## config.mk

```make
export PLATFORM = sky130hd
export DESIGN_NAME = intr_arbiter_flat
export DESIGN_NICKNAME = d
export VERILOG_FILES = /design/src/rtl/intr_pkg.sv /design/src/rtl/intr_arbiter_if.sv /design/src/rtl/intr_prio_enc.sv /design/src/rtl/intr_arbiter.sv /design/src/flat_wrapper.sv
export SDC_FILE = /design/constraint.sdc
export NUM_CORES = 1
export LEC_CHECK = 0
export BUFFER_PORTS_ARGS = -buffer_cell sky130_fd_sc_hd__buf_2
export CORE_MARGIN = 3
export CORE_UTILIZATION = 39
export CTS_BUF_LIST = sky130_fd_sc_hd__clkbuf_8
export CTS_CLUSTER_DIAMETER = 150
export DETAILED_ROUTE_END_ITERATION = 10
export GPL_ROUTABILITY_DRIVEN = 0
export HOLD_SLACK_MARGIN = 0.1
export PLACE_DENSITY = 0.61
export SYNTH_ARGS = -nofsm -noshare
export SYNTH_HDL_FRONTEND = slang
export SYNTH_SLANG_ARGS = --single-unit
export TNS_END_PERCENT = 5
```

## constraint.sdc

```tcl
create_clock -name clk -period 3.6 [get_ports clk]
set_input_delay 0.54 -clock clk [delete_from_list [all_inputs] [get_ports clk]]
set_output_delay 0.54 -clock clk [all_outputs]
set_load 0.01 [all_outputs]
```

## src/rtl/intr_pkg.sv

```systemverilog
// Shared constants and types for the interrupt arbiter slice.
//   NUM_SRC / ID_W : source count and vector index width
//   CH_IRQ / CH_FIQ: channel indices used for per-channel arrays
//   CFG_MASK / CFG_FIQSEL: cfg_addr decode values
//   ch_state_e: per-channel handshake FSM state
package intr_pkg;
  localparam int NUM_SRC = 8;
  localparam int ID_W    = 3;
  localparam int NUM_CH  = 2;
  localparam int CH_IRQ  = 0;
  localparam int CH_FIQ  = 1;

  localparam logic CFG_MASK   = 1'b0;
  localparam logic CFG_FIQSEL = 1'b1;

  typedef enum logic [1:0] {
    ST_IDLE    = 2'd0,
    ST_ASSERT  = 2'd1,
    ST_SERVICE = 2'd2
  } ch_state_e;
endpackage

```

## src/rtl/intr_arbiter_if.sv

```systemverilog
// Handshake between the interrupt arbiter and the control FSM.
//   master : control FSM side (drives acknowledges / end-of-interrupt)
//   slave  : arbiter side (drives requests and the granted vector)
interface intr_arbiter_if;
  logic                     INTA_irq;
  logic                     INTA_fiq;
  logic                     eoi_irq;
  logic                     eoi_fiq;
  logic                     INT_irq;
  logic                     INT_fiq;
  logic [intr_pkg::ID_W-1:0] vec_id;
  logic                     vec_valid;
  logic                     vec_fiq;

  modport master (
    output INTA_irq, INTA_fiq, eoi_irq, eoi_fiq,
    input  INT_irq, INT_fiq, vec_id, vec_valid, vec_fiq
  );

  modport slave (
    input  INTA_irq, INTA_fiq, eoi_irq, eoi_fiq,
    output INT_irq, INT_fiq, vec_id, vec_valid, vec_fiq
  );
endinterface

```

## src/rtl/intr_prio_enc.sv

```systemverilog
// Rotating-base priority encoder.
//   req   : request vector
//   base  : index searched first; search wraps upward modulo NUM_SRC
//   idx   : first set request at or after base
//   found : any request set
// A base of 0 gives plain fixed priority with index 0 highest.
module intr_prio_enc
  import intr_pkg::*;
(
  input  logic [NUM_SRC-1:0] req,
  input  logic [ID_W-1:0]    base,
  output logic [ID_W-1:0]    idx,
  output logic               found
);
  logic [ID_W-1:0] k;

  // Walk from the farthest offset down so the nearest hit wins.
  always_comb begin
    idx   = '0;
    found = 1'b0;
    k     = '0;
    for (int i = NUM_SRC - 1; i >= 0; i--) begin
      k = base + ID_W'(i);
      if (req[k]) begin
        idx   = k;
        found = 1'b1;
      end
    end
  end
endmodule

```

## src/rtl/intr_arbiter.sv

```systemverilog
// Two-channel (IRQ/FIQ) interrupt arbiter.
//   clk, rst  : clock, asynchronous active-high reset
//   src_req   : raw sources, rising edge latches a pending bit
//   cfg_*     : register write port (addr 0 = mask, 1 = fiq_sel)
//   pending   : pending register view
//   bus       : slave side of the control-FSM handshake
// Build option: define INTR_RR_EN for rotating priority on the IRQ
// channel; FIQ always uses fixed priority.
module intr_arbiter
  import intr_pkg::*;
(
  input  logic               clk,
  input  logic               rst,
  input  logic [NUM_SRC-1:0] src_req,
  input  logic               cfg_we,
  input  logic               cfg_addr,
  input  logic [NUM_SRC-1:0] cfg_wdata,
  output logic [NUM_SRC-1:0] pending,
  intr_arbiter_if.slave      bus
);
  logic [NUM_SRC-1:0] src_prev, mask, fiq_sel, rise, clr;
  logic [NUM_CH-1:0][NUM_SRC-1:0] elig;
  logic [NUM_CH-1:0][ID_W-1:0]    base, gnt_id;
  logic [NUM_CH-1:0]              found, inta, eoi, grant, int_r;
  ch_state_e                      state [NUM_CH];
  logic                           hold_vld;
  logic [ID_W-1:0]                hold_id;

  assign rise = src_req & ~src_prev;
  assign elig[CH_IRQ] = pending & ~mask & ~fiq_sel;
  assign elig[CH_FIQ] = pending & ~mask &  fiq_sel;

  assign inta = {bus.INTA_fiq, bus.INTA_irq};
  assign eoi  = {bus.eoi_fiq,  bus.eoi_irq};

`ifdef INTR_RR_EN
  logic [ID_W-1:0] rr_base;
  // Next search starts just past the last IRQ grant.
  always_ff @(posedge clk or posedge rst)
    if (rst)               rr_base <= '0;
    else if (grant[CH_IRQ]) rr_base <= gnt_id[CH_IRQ] + ID_W'(1);
  assign base[CH_IRQ] = rr_base;
`else
  assign base[CH_IRQ] = '0;
`endif
  assign base[CH_FIQ] = '0;

  for (genvar c = 0; c < NUM_CH; c++) begin : g_ch
    intr_prio_enc u_enc (
      .req   (elig[c]),
      .base  (base[c]),
      .idx   (gnt_id[c]),
      .found (found[c])
    );
    assign grant[c] = (state[c] == ST_ASSERT) && inta[c] && found[c];
  end

  always_comb begin
    clr = '0;
    for (int c = 0; c < NUM_CH; c++)
      if (grant[c]) clr[gnt_id[c]] = 1'b1;
  end

  // Source sampling, pending (new rise wins over grant clear) and config.
  always_ff @(posedge clk or posedge rst)
    if (rst) begin
      src_prev <= '0;
      pending  <= '0;
      mask     <= '1;
      fiq_sel  <= '0;
    end else begin
      src_prev <= src_req;
      pending  <= (pending & ~clr) | rise;
      if (cfg_we) begin
        if (cfg_addr == CFG_MASK) mask    <= cfg_wdata;
        else                      fiq_sel <= cfg_wdata;
      end
    end

  // Per-channel handshake FSM; int_r tracks ASSERT as a registered output.
  always_ff @(posedge clk or posedge rst)
    if (rst) begin
      for (int c = 0; c < NUM_CH; c++) state[c] <= ST_IDLE;
      int_r <= '0;
    end else begin
      for (int c = 0; c < NUM_CH; c++) begin
        case (state[c])
          ST_IDLE:
            if (|elig[c]) begin
              state[c] <= ST_ASSERT;
              int_r[c] <= 1'b1;
            end
          ST_ASSERT:
            if (grant[c]) begin
              state[c] <= ST_SERVICE;
              int_r[c] <= 1'b0;
            end else if (!found[c]) begin
              state[c] <= ST_IDLE;
              int_r[c] <= 1'b0;
            end
          ST_SERVICE:
            if (eoi[c]) state[c] <= ST_IDLE;
          default: begin
            state[c] <= ST_IDLE;
            int_r[c] <= 1'b0;
          end
        endcase
      end
    end

  // Vector port. A simultaneous grant reports FIQ first and parks the IRQ
  // index for one cycle. While parked, IRQ is in SERVICE and FIQ has just
  // entered SERVICE, so no other grant can collide with the replay.
  always_ff @(posedge clk or posedge rst)
    if (rst) begin
      bus.vec_valid <= 1'b0;
      bus.vec_id    <= '0;
      bus.vec_fiq   <= 1'b0;
      hold_vld      <= 1'b0;
      hold_id       <= '0;
    end else begin
      bus.vec_valid <= 1'b0;
      if (hold_vld) begin
        bus.vec_valid <= 1'b1;
        bus.vec_id    <= hold_id;
        bus.vec_fiq   <= 1'b0;
        hold_vld      <= 1'b0;
      end else if (grant[CH_FIQ]) begin
        bus.vec_valid <= 1'b1;
        bus.vec_id    <= gnt_id[CH_FIQ];
        bus.vec_fiq   <= 1'b1;
        hold_vld      <= grant[CH_IRQ];
        hold_id       <= gnt_id[CH_IRQ];
      end else if (grant[CH_IRQ]) begin
        bus.vec_valid <= 1'b1;
        bus.vec_id    <= gnt_id[CH_IRQ];
        bus.vec_fiq   <= 1'b0;
      end
    end

  assign bus.INT_irq = int_r[CH_IRQ];
  assign bus.INT_fiq = int_r[CH_FIQ];
endmodule

```

## src/flat_wrapper.sv

```systemverilog
// flat-port wrapper written by rule: the top's interface ports become plain ports
module intr_arbiter_flat import intr_pkg::*;
  (clk, rst, src_req, cfg_we, cfg_addr, cfg_wdata, pending, bus_INTA_irq, bus_INTA_fiq, bus_eoi_irq, bus_eoi_fiq, bus_INT_irq, bus_INT_fiq, bus_vec_id, bus_vec_valid, bus_vec_fiq);
  intr_arbiter_if bus_i ();
  input  logic clk;
  input  logic rst;
  input  logic [NUM_SRC-1:0] src_req;
  input  logic cfg_we;
  input  logic cfg_addr;
  input  logic [NUM_SRC-1:0] cfg_wdata;
  output logic [NUM_SRC-1:0] pending;
  input wire logic [$bits(bus_i.INTA_irq)-1:0] bus_INTA_irq;
  input wire logic [$bits(bus_i.INTA_fiq)-1:0] bus_INTA_fiq;
  input wire logic [$bits(bus_i.eoi_irq)-1:0] bus_eoi_irq;
  input wire logic [$bits(bus_i.eoi_fiq)-1:0] bus_eoi_fiq;
  output wire logic [$bits(bus_i.INT_irq)-1:0] bus_INT_irq;
  output wire logic [$bits(bus_i.INT_fiq)-1:0] bus_INT_fiq;
  output wire logic [$bits(bus_i.vec_id)-1:0] bus_vec_id;
  output wire logic [$bits(bus_i.vec_valid)-1:0] bus_vec_valid;
  output wire logic [$bits(bus_i.vec_fiq)-1:0] bus_vec_fiq;
  assign bus_i.INTA_irq = bus_INTA_irq;
  assign bus_i.INTA_fiq = bus_INTA_fiq;
  assign bus_i.eoi_irq = bus_eoi_irq;
  assign bus_i.eoi_fiq = bus_eoi_fiq;
  assign bus_INT_irq = bus_i.INT_irq;
  assign bus_INT_fiq = bus_i.INT_fiq;
  assign bus_vec_id = bus_i.vec_id;
  assign bus_vec_valid = bus_i.vec_valid;
  assign bus_vec_fiq = bus_i.vec_fiq;
  intr_arbiter u_core (.clk(clk), .rst(rst), .src_req(src_req), .cfg_we(cfg_we), .cfg_addr(cfg_addr), .cfg_wdata(cfg_wdata), .pending(pending), .bus(bus_i));
endmodule
```

Word level (Yosys, flattened, before mapping)
Index checks and enable logic that the tools add are counted.
{"block": "classes", "bitwise": 15, "magnitude_cmp": 4, "n_eq_ne": 10, "n_reduce_logical": 18, "n_mux": 67}
{"operator": "$mux 3", "count": 19}
{"operator": "$and 8x8->8", "count": 5}
{"operator": "$mux 1", "count": 32}
{"operator": "$not 8->8", "count": 4}
{"operator": "$mux 2", "count": 8}
{"operator": "$mux 8", "count": 2}
{"operator": "$or 8x8->8", "count": 2}
{"operator": "$reduce_or 8->1", "count": 2}
{"operator": "$pmux 2 s3", "count": 2}
{"operator": "$reduce_and 3->1", "count": 4}
{"operator": "$lt 3x4->1 const B", "count": 2}
{"operator": "$demux 1 s3", "count": 2}
{"operator": "$ge 3x1->1 const B", "count": 2}
{"operator": "$logic_and 1x1->1", "count": 6}
{"operator": "$ne 3x2->1 const B", "count": 2}
{"operator": "$pmux 1 s3", "count": 2}
{"operator": "$reduce_and 2->1", "count": 3}
{"operator": "$eq 2x1->1 const B", "count": 2}
{"operator": "$eq 2x2->1 const B", "count": 2}
{"operator": "$logic_not 2->1", "count": 2}
{"operator": "$ne 2x1->1 const B", "count": 2}
{"operator": "$ne 2x2->1 const B", "count": 2}
{"operator": "$not 1->1", "count": 4}
{"operator": "$reduce_bool 3->1", "count": 1}
{"block": "totals", "elab_cells": 127, "input_bits": 24, "output_inout_bits": 15, "regBits": 47}

Logic depth before layout (Yosys ltp)
{"block": "logic_depth", "ltp_word": 21, "depth_mapped": 6, "ltp_nobuf": 5}

Cells and area by module
A second synthesis with hierarchy kept.
{"block": "hier_totals", "cells_unflattened": 380, "hier_area_um2": 3699.8}
{"mod": "intr_arbiter", "n_inst": 1, "cells_each": 200, "area_each_um2": 2135.8, "seq_area_each_um2": 1186.1}
{"mod": "intr_prio_enc", "n_inst": 2, "cells_each": 90, "area_each_um2": 782.0, "seq_area_each_um2": 0.0}

Least setup slack after synthesis
No wires, ideal clock.
{"block": "synth_timing", "kind": "register -> register", "start": "register u_core.mask[0]", "end": "register u_core.bus.vec_id[1]", "arrival_time_ns": 1.735, "path_stages_with_launch": 6, "t_required_ns": 3.480, "synth_period_minus_slack_ns": 1.855, "setup_ns": 0.120, "slack_ns": 1.745, "path_buffers": 0, "path_cell_list": "dfstp_2 > nand3b_1 > nand4_4 > o31a_1 > or3_4 > a31o_1"}
{"block": "synth_via", "elab_chain_len": 7, "word_cells_on_any_way": 14, "cone_classes": "mux (7); bitwise (4); reduce/logical (3)"}
{"item": "start: declaration", "line_no": "intr_arbiter.sv:21", "rtl": "logic [NUM_SRC-1:0] src_prev, mask, fiq_sel, rise, clr;"}
{"item": "start signal: assignment", "line_no": "intr_arbiter.sv:75", "rtl": "if (cfg_addr == CFG_MASK) mask <= cfg_wdata;"}
{"item": "$not 8->8 (*)", "line_no": "intr_arbiter.sv:30, intr_arbiter.sv:31"}
{"item": "$and 8x8->8 (*)", "line_no": "intr_arbiter.sv:30, intr_arbiter.sv:31"}
{"item": "$and 8x8->8 (on tied branches)", "line_no": "intr_arbiter.sv:30, intr_arbiter.sv:31"}
{"item": "$mux 3 or $mux 1 (tied branches)", "line_no": "intr_prio_enc.sv:24", "rtl": "if (req[k]) begin"}
{"item": "$mux 3 or $logic_and 1x1->1 (tied branches)", "line_no": "intr_arbiter.sv:134, intr_arbiter.sv:55"}
{"item": "$mux 3", "line_no": "intr_arbiter.sv:128", "rtl": "end else if (grant[CH_FIQ]) begin"}
{"item": "$mux 3", "line_no": "intr_arbiter.sv:123", "rtl": "if (hold_vld) begin"}
{"item": "end signal: assignment", "line_no": "intr_arbiter.sv:125", "rtl": "bus.vec_id <= hold_id;"}
{"item": "end signal: assignment", "line_no": "intr_arbiter.sv:130", "rtl": "bus.vec_id <= gnt_id[CH_FIQ];"}
{"item": "end signal: assignment", "line_no": "intr_arbiter.sv:136", "rtl": "bus.vec_id <= gnt_id[CH_IRQ];"}
{"item": "end: declaration", "line_no": "intr_arbiter_if.sv:22", "rtl": "output INT_irq, INT_fiq, vec_id, vec_valid, vec_fiq"}
Every way passes the cells marked *; elsewhere a longest branch is shown, timed or not. The select of a mux whose other input is x is not followed.
A chain may end at the register's enable or synchronous reset.

Worst setup path in the final report
{"block": "layout_timing", "start": "register u_core.mask[6]", "end": "register u_core.pending[7]"}
{"block": "layout_via", "elab_chain_len": 20, "word_cells_on_any_way": 50, "cone_classes": "order compare (4); mux (34); bitwise (8); reduce/logical (4)"}
{"item": "$not 8->8 (*)", "line_no": "intr_arbiter.sv:30, intr_arbiter.sv:31"}
{"item": "$and 8x8->8 (*)", "line_no": "intr_arbiter.sv:30, intr_arbiter.sv:31"}
{"item": "$and 8x8->8", "line_no": "intr_arbiter.sv:30", "rtl": "assign elig[CH_IRQ] = pending & ~mask & ~fiq_sel;"}
{"item": "$mux 3 (7 in a row)", "line_no": "intr_prio_enc.sv:24"}
{"item": "$lt 3x4->1 (implied by the code) or $ge 3x1->1 (tied branches)", "line_no": "intr_arbiter.sv:61", "rtl": "if (grant[c]) clr[gnt_id[c]] = 1'b1;"}
{"item": "$logic_and 1x1->1 (implied by the code)", "line_no": "intr_arbiter.sv:61"}
{"item": "$mux 1 (implied by the code)", "line_no": "intr_arbiter.sv:61"}
{"item": "$demux 1 s3", "line_no": "intr_arbiter.sv:61"}
{"item": "$mux 8", "line_no": "intr_arbiter.sv:61"}
{"item": "$or 8x8->8 (no source line)"}
{"item": "$mux 8 (*)", "line_no": "intr_arbiter.sv:61"}
{"item": "$not 8->8 (*)", "line_no": "intr_arbiter.sv:73", "rtl": "pending <= (pending & ~clr) | rise;"}
{"item": "$and 8x8->8 (*)", "line_no": "intr_arbiter.sv:73"}
{"item": "$or 8x8->8 (*)", "line_no": "intr_arbiter.sv:73"}
{"item": "end signal: assignment", "line_no": "intr_arbiter.sv:73"}
{"item": "end: declaration", "line_no": "intr_arbiter.sv:18", "rtl": "output logic [NUM_SRC-1:0] pending,"}
Every way passes the cells marked *; elsewhere a longest branch is shown, timed or not.

==> flow_summary.toml <==
[status]
status = "finished, final reports clean"

[floorplan]
core_area_sq_um = 5610
ios = 39
dieWidth_um = 82.6
die_y_um = 82.6
die_area_sq_um = 6830
num_rows = 27
start_util_pct = 40.8

[cts]
numCtsBuffers = 5
clk_path_buf_depth = 2
cts.htree.levels = 2
cts-root-buf = "clkbuf_8"
cts.sink_count = 47
cts_tree = "done"
insertion_delay_ns = 0.30
cts_hold_buf = 0
ctsResizeCount = 0
cts_setup_buffers = 0
clkTransAtPathRegs_ns = 0.10

[global_route]
track_usage_pct = 16.2
grt_overflow = 0
grt_pass1_wl_um = 8380
antenna_found_initial = 0
first_global_vias = 1699
grt_max_degree = 48

[detailed_routing]
drc = 0
wl_per_cell_um = 15.9
ant_nets = 0
vias_per_cell = 5.42
drtPass1Iterations = 4
num_vias = 1680
wl_um = 4920
drt_iter0_markers = 108

[logic_synthesis]
synth_top_area_cell = "dfrtp_1"
synth_ff_type = "dfrtp_1"
ys_types = 49
synth.most_common_cell = "dfrtp_1"
postSynthNetCount = 219
synth_top_area_share_pct = 42.6
syn_inst = 195
ys_warn_count = 0
async_reset_ff_share_pct = 100
yosys-top-cells-count = "39 x dfrtp_1, 18 x mux2_2, 13 x inv_1"
synth_area_sq_um = 2290
synth_seq_cells = 47
synth.area.top_cells = "dfrtp_1 43%, dfstp_2 9.2%, mux2_2 8.9%, nor3b_1 3.3%, nand3b_1 2.6%"
synth.avg_cell_area_sq_um = 11.7
synth-seq-area-share_pct = 51.8
synth-edff-count = 0

[timing]
fmax_mhz = 457
tightest_slew_ns = 0.949
maxSlewHeadroom_pct = 36.6
finalSetupViolCount = 0
period_share_pct = 60.8
rsz0062_at_grt = "false"
hold_viol_final = 0
setup_tns_ns = 0
fin_crit_ns = 2.19
skew_ns = 0.0177
whs_ns = 0.356
maxSlewViolCount = 0

[cells_and_area]
syn2layout_area_growth_pct = 16.9
drive_above_1_share_pct = 36.6
n_antenna_cell = 0
fin_area_sq_um = 2680
nets = 261
stdcell_count = 310

[hold_path]
hold_class = "input port to register"

[critical_path]
critPathCaptureType = "register"
cp-start-kind = "register"
crit_arrival_ns = 2.37
crit_type = "register to register"
path_max_fanout = 7
critPathRequiredTime_ns = 3.78

[pwr]
leakagePower_nw = 1.16
vdd_drop_max_v = 0.000257
powerDensity_nw_per_um2 = 721

[placement]
place_area_sq_um = 2560
dp.cells = 302
port_buffers = 38
dpl.hpwl_um = 3690

[job]
max_cap_viol_count = 0
## per-layer routing
layer / up-vias / global-route usage [%] / share of wire [%]
met5: - / 0 / 0
li1: 812 / - / -
met2: 34 / 26.4 / 46
met3: 5 / 3.80 / 3.7
met4: 0 / 4.41 / 1.0
met1: 829 / 21.6 / 49
## per-stage QoR
stage | util [%] | power [mW] | worst slack (ns)
after global routing | 47.7 | 2.07 | 1.29
final | 47.7 | 1.93 | 1.41
after floorplan | - | 1.31 | 1.75
after global placement | 45.6 | 1.52 | 1.49
after detailed placement | 45.6 | 1.54 | 1.44
after CTS | 47.7 | 1.95 | 1.42
## where the power goes
part | internal [mW] | total, mW | switching [mW] | leakage [nW]
registers | 0.680 | 0.797 | 0.117 | 0.532
logic | 0.338 | 0.732 | 0.395 | 0.565
clock network | 0.225 | 0.401 | 0.176 | 0.0612
## area by class of cell
cell class,count,area (sq um)
clock buffer,6,82.6
clock inverter,2,35.0
fill,551,2930
inverter,13,48.8
multi-input combinational,132,1040
sequential,47,1190
tap,72,90.1
timing repair buffer,38,190
## state kept, by name (all words and copies together), names as in the netlist, 2 cells and up
name	flops
u_core.fiq_sel	8
u_core.mask	8
u_core.pending	8
u_core.src_prev	8
u_core.state	4
u_core.bus.vec_id	3
u_core.hold_id	3
u_core.int_r	2
## critical path, stage by stage, from the launching register on
cell	delay, ns
dfstp_2	0.56
and3b_1	0.18
o2111ai_1	0.17
nor3b_1	0.72
a22oi_1	0.22
a22o_1	0.22
## placed cells by master (no fill, tap or decap), types with 2 or more instances in the layout
cell type	instances
a211o_1	2
a21o_1	4
a21oi_1	6
a22o_1	3
a22oi_1	3
a32o_1	2
and2_1	2
and3b_1	3
buf_2	38
clkbuf_8	6
dfrtp_1	39
dfstp_2	8
inv_1	12
mux2_2	18
nand2_1	6
nand2b_1	6
nand3_1	2
nand3b_1	8
nor2_1	7
nor2b_1	3
nor3_1	5
nor3b_1	10
nor3b_2	2
nor4_2	2
o21ai_0	7
o31ai_1	5
or3b_1	3
## logic make-up (layout without fill, tap and decap cells)
| logic type | count (synthesis) | after routing | share of synthesized area (%) |
|---|---|---|---|
| mux | 19 | 19 | 9.29 |
| compound gates | 46 | 46 | 15.6 |
| flops | 47 | 47 | 51.8 |
| simple gates | 67 | 67 | 20.7 |
| buf+inv | 16 | 59 | 2.62 |
## worst paths after layout
check	endpoint	startpoint	cells after the start	slack (ns)
max	u_core.pending[7]	u_core.mask[6]	5	1.41
min	u_core.src_prev[2]	src_req[2]	1	0.36
max reg2reg	u_core.pending[7]	u_core.mask[6]	5	1.41
min reg2reg	u_core.pending[0]	u_core.src_prev[0]	1	0.43
max in group asynchronous	u_core.hold_id[2]	rst	2	2.55
min in group asynchronous	u_core.src_prev[2]	rst	2	0.44
Power figures use the tool's default switching activity.
